--- config.mk ---
export PLATFORM = sky130hd
export DESIGN_NAME = sw_debounce
export DESIGN_NICKNAME = d
export VERILOG_FILES = /design/src/rtl/sw_debounce.sv
export SDC_FILE = /design/constraint.sdc
export NUM_CORES = 1
export LEC_CHECK = 0
export BUFFER_PORTS_ARGS = -buffer_cell sky130_fd_sc_hd__buf_2
export CORE_ASPECT_RATIO = 1.4
export CORE_MARGIN = 10
export CORE_UTILIZATION = 46
export CTS_CLUSTER_SIZE = 30
export DETAILED_ROUTE_END_ITERATION = 8
export HOLD_SLACK_MARGIN = 0.05
export SYNTH_ARGS = -nofsm -noshare
export SYNTH_HDL_FRONTEND = slang
export SYNTH_SLANG_ARGS = --single-unit
export TNS_END_PERCENT = 5
--- constraint.sdc ---
create_clock -name clk -period 2.45 [get_ports clk]
set_clock_uncertainty 0.05 [all_clocks]
set_input_delay 0.6125 -clock clk [delete_from_list [all_inputs] [get_ports clk]]
set_output_delay 0.6125 -clock clk [all_outputs]
set_load 0.02 [all_outputs]
--- src/rtl/sw_debounce.sv ---
`default_nettype none
// ============================================================================
// Module      : sw_debounce
// Description : Per-channel switch conditioner. Two-flop synchroniser, a
//               stability counter that accepts a new level only after
//               STABLE_CYCLES consecutive mismatched samples, a registered
//               debounced level and one-cycle rise/fall pulses.
// Revision    : 1.0 - initial release
// ============================================================================
module sw_debounce #(
    parameter int WIDTH         = 16,
    parameter int STABLE_CYCLES = 1000000
) (
    input  logic             clk,
    input  logic             reset,
    input  logic [WIDTH-1:0] sw_in,
    output logic [WIDTH-1:0] sw_out,
    output logic [WIDTH-1:0] sw_rise,
    output logic [WIDTH-1:0] sw_fall
);

    localparam int               CNT_W     = $clog2(STABLE_CYCLES);
    localparam logic [CNT_W-1:0] C_CNT_MAX = CNT_W'(STABLE_CYCLES - 1);

    logic [WIDTH-1:0] r_sync1;
    logic [WIDTH-1:0] r_sync2;

    // Two-flop synchroniser; only r_sync2 is seen by the debounce logic.
    always_ff @(posedge clk) begin
        if (reset) begin
            r_sync1 <= '0;
            r_sync2 <= '0;
        end else begin
            r_sync1 <= sw_in;
            r_sync2 <= r_sync1;
        end
    end

    // Each channel debounces independently of the others.
    for (genvar i = 0; i < WIDTH; i++) begin : g_chan
        logic [CNT_W-1:0] r_cnt;
        logic             r_out;
        logic             r_rise;
        logic             r_fall;
        logic             w_mismatch;
        logic             w_accept;

        // A single matching sample clears the run, so any bounce restarts it.
        assign w_mismatch = (r_sync2[i] != r_out);
        assign w_accept   = w_mismatch && (r_cnt == C_CNT_MAX);

        // Stability counter, debounced level and edge pulses for this channel.
        always_ff @(posedge clk) begin
            if (reset) begin
                r_cnt  <= '0;
                r_out  <= 1'b0;
                r_rise <= 1'b0;
                r_fall <= 1'b0;
            end else begin
                r_rise <= 1'b0;
                r_fall <= 1'b0;
                if (!w_mismatch) begin
                    r_cnt <= '0;
                end else if (w_accept) begin
                    // Counter saturates at C_CNT_MAX and is cleared here, never wraps.
                    r_cnt  <= '0;
                    r_out  <= r_sync2[i];
                    r_rise <= r_sync2[i];
                    r_fall <= ~r_sync2[i];
                end else begin
                    r_cnt <= r_cnt + 1'b1;
                end
            end
        end

        assign sw_out[i]  = r_out;
        assign sw_rise[i] = r_rise;
        assign sw_fall[i] = r_fall;
    end

endmodule
`default_nettype wire

==> summary.txt <==
Worst setup path
  – WP data arrival: 2.60 ns
  – CP Buf/Inv Count: 0
  – Cells along the critical path: or4b_1 > or4_1 > o21bai_4 > nor2_1
  – Crit path max-delay cell type: or4_1
  – CP max FO: 19
  – Crit end category: flop
  – Max stage delay on crit path: ~0.65 ns
  – Crit Path Class: flop to flop
  – Largest delay share family, worst path: simple AND/OR/NAND/NOR gates
  – Critical path required time: 2.81 ns
  – Critical Path Start Type: flop

Floorplan
  – Core area: 0.0375 mm²
  – Initial core utilization: ~46%
  – # rows: 84
  – Die Width: 184 µm
  – I/O pins: between 60 and 70
  – Die Ht: between 200 and 300 µm
  – Die Footprint: 0.0461 mm²

Detailed routing
  – Drc violations: 0
  – Router iterations before antenna repair: 5
  – Via count: 13,535
  – Routed WL: approximately 33,000 µm
  – Vias per inst: approximately 5.4
  – Wire per inst: ~13 µm
  – 1st-iter DRT viols: between 400 and 500
  – Post-DRT Antenna Nets: 0

STA
  – Final Critical Period: 2.24 ns
  – RSZ-0062 raised after global routing: no
  – Final Hold Vio Count: 0
  – Worst Tran Pin Value: slightly above 0.6 ns
  – Hold WS: around 0.23 ns
  – Setup_tns: 0 ns
  – Fmax: approximately 450 MHz
  – Endpoints failing setup: 0
  – Setup ws final: approximately 0.21 ns
  – Period utilization: 91.4%
  – Slew HR: a little under 60%
  – Slew Limit Fails: 0

Final layout
  – Finished Layout Cells: around 2,500
  – Layout cell share with drive strength beyond 1: 10.1%
  – Fin nets: around 2,000
  – Synth-to-layout area growth: 11.6%
  – # diodes: 0
  – Final core occ: slightly above 50%
  – Fin area: 0.0194 mm²

Global route
  – Grt ovf: 0
  – Initial antenna violation count: 0
  – Vias in the first global route: 13,018
  – Largest net degree at the start of global routing: 40
  – First-pass GRT wire length: approximately 58,000 µm
  – Total Routing Usage GR: 14.3%

Synth
  – Syn Area/Cell: between 8 and 9 µm²
  – Post-Syn Area: 0.0174 mm²
  – Yosys reg bits: 400
  – Register area share after synthesis: between 40 and 50%
  – EDFF count, synth: 0
  – Post-synth top flop: dfxtp_1
  – Post-synth cell types: 49
  – Ys Warns: 0
  – Asr flop ratio synth: 0%
  – Post-Synthesis Cells: 1,980
  – Post-Syn Nets: around 2,000

Clock network
  – Cts bufs inserted: 42
  – H-tree depth: 2
  – Clk sink count: 400
  – Root Driver: clkbuf_16
  – CTS tree: built
  – Cts repair resizes: 0
  – Clock-pin slew on the worst setup and hold paths: about 0.060 ns
  – CTS Buffer Depth: 3
  – Setup Buffers After CTS: 0
  – Post-CTS Hold Buffers: 0
  – Clk Latency, worst-skew pair: between 0.5 and 0.6 ns

Pwr
  – Worst VDD drop: 0.523 mV
  – P per Cell Area: a little under 700 mW/mm²
  – Leak Pwr: between 6 and 7 nW
  – Pwr Total: approximately 13 mW

Run status
  – Status: finished clean

Placement
  – HPWL after DPL: about 23,000 µm
  – IO Port Bufs: 65
  – Dpl ws: between 0.2 and 0.25 ns
  – Placed cell areas: 0.0180 mm²
  – Dpl cells: between 2,000 and 2,500
  – Routability congestion estimate: between 0.8 and 0.9

Worst hold path
  – Min-delay worst type: input pin to flop

Job
  – MaxCap Viol Count: 0
-- area by class of cell --
cell class	count	area [µm²]
repair buffers	99	608
multi-input cells	1416	8580
flip-flops and latches	400	8010
clock buffers	63	1280
clock inverters	12	144
fillers	3569	18100
inverters	54	203
well taps	473	592
-- where the power goes --
| part | internal, mW | leakage (nW) | total (mW) | switching (mW) |
|---|---|---|---|---|
| sequential | 6.54 | 3.23 | 6.56 | 0.0223 |
| clock | 3.93 | 0.700 | 6.50 | 2.57 |
| combinational | 0.0600 | 2.11 | 0.147 | 0.0875 |
| total | 10.5 | 6.04 | 13.2 | 2.68 |
-- placed cells by master, fill, tap and decap left out, drive strengths merged, types with 41 or more instances in the layout --
master and instances:
a21oi 108, and3 44, buf 99, clkbuf 63, dfxtp 400, inv 54
nand2 110, nand3 107, nand4 83, nor2 262, nor3 41, nor4 42
o21ai 79, or3 62, or4 52, xnor2 120, xor2 88
-- worst paths after layout --
kind                                                      from                              to  slack [ns]  cells past startpoint
worst min register to register          r_sync1[15]$_SDFF_PP0_          r_sync2[15]$_SDFF_PP0_        0.39                      1
worst min-delay path                                  sw_in[5]           r_sync1[5]$_SDFF_PP0_        0.23                      2
worst max-delay path            g_chan[13].r_cnt[9]$_SDFF_PP0_  g_chan[13].r_cnt[5]$_SDFF_PP0_        0.21                      4
worst max register to register  g_chan[13].r_cnt[9]$_SDFF_PP0_  g_chan[13].r_cnt[5]$_SDFF_PP0_        0.21                      4
-- worst reg2reg max path, stage by stage (launching register included) --
cell	delay, ns
dfxtp_1	0.42
or4b_1	0.46
or4_1	0.65
o21bai_4	0.43
nor2_1	0.11
-- Yosys cell counts (16+ instances only) --
cell type,instances,area (µm²)
o31ai_1,35,263
inv_1,54,203
nand4_1,83,519
or4_1,52,390
or3_1,62,388
nor3_1,41,205
nor4b_1,27,236
ha_1,16,200
clkbuf_1,51,191
o21ai_0,72,360
dfxtp_1,400,8010
xor2_1,88,771
nor4_1,42,263
a21oi_1,108,541
xnor2_1,120,1050
and4_1,27,236
nor2b_1,33,206
nand3_1,107,536
nor2_1,252,946
and3_1,44,275
buf_4,48,360
and2_1,18,113
nand2_1,110,413
-- layer usage --
layer,global-route usage [%],share of wire [%]
met5,0,0
met4,4.65,2.2
met3,2.81,3.7
met2,25.9,50
met1,16.3,44
-- flip-flops by register name, indices dropped and copies added, names as in the netlist --
name	flops
g_chan.r_cnt	320
g_chan.r_fall	16
g_chan.r_out	16
g_chan.r_rise	16
r_sync1	16
r_sync2	16
-- cell families (layout without fill, tap and decap cells) --
group	Yosys count	count (layout)	share of synthesized area, %
AND/OR/NAND/NOR	954	954	29.7
multiplexers	1	1	0.0575
buffers and inverters	164	228	4.77
AO/OA/AOI/OAI	237	237	7.84
adder cells (fa/ha/maj)	16	16	1.15
XOR/XNOR	208	208	10.5
flip-flops	400	400	46.0
No activity file was read; power rests on OpenSTA's default activity.
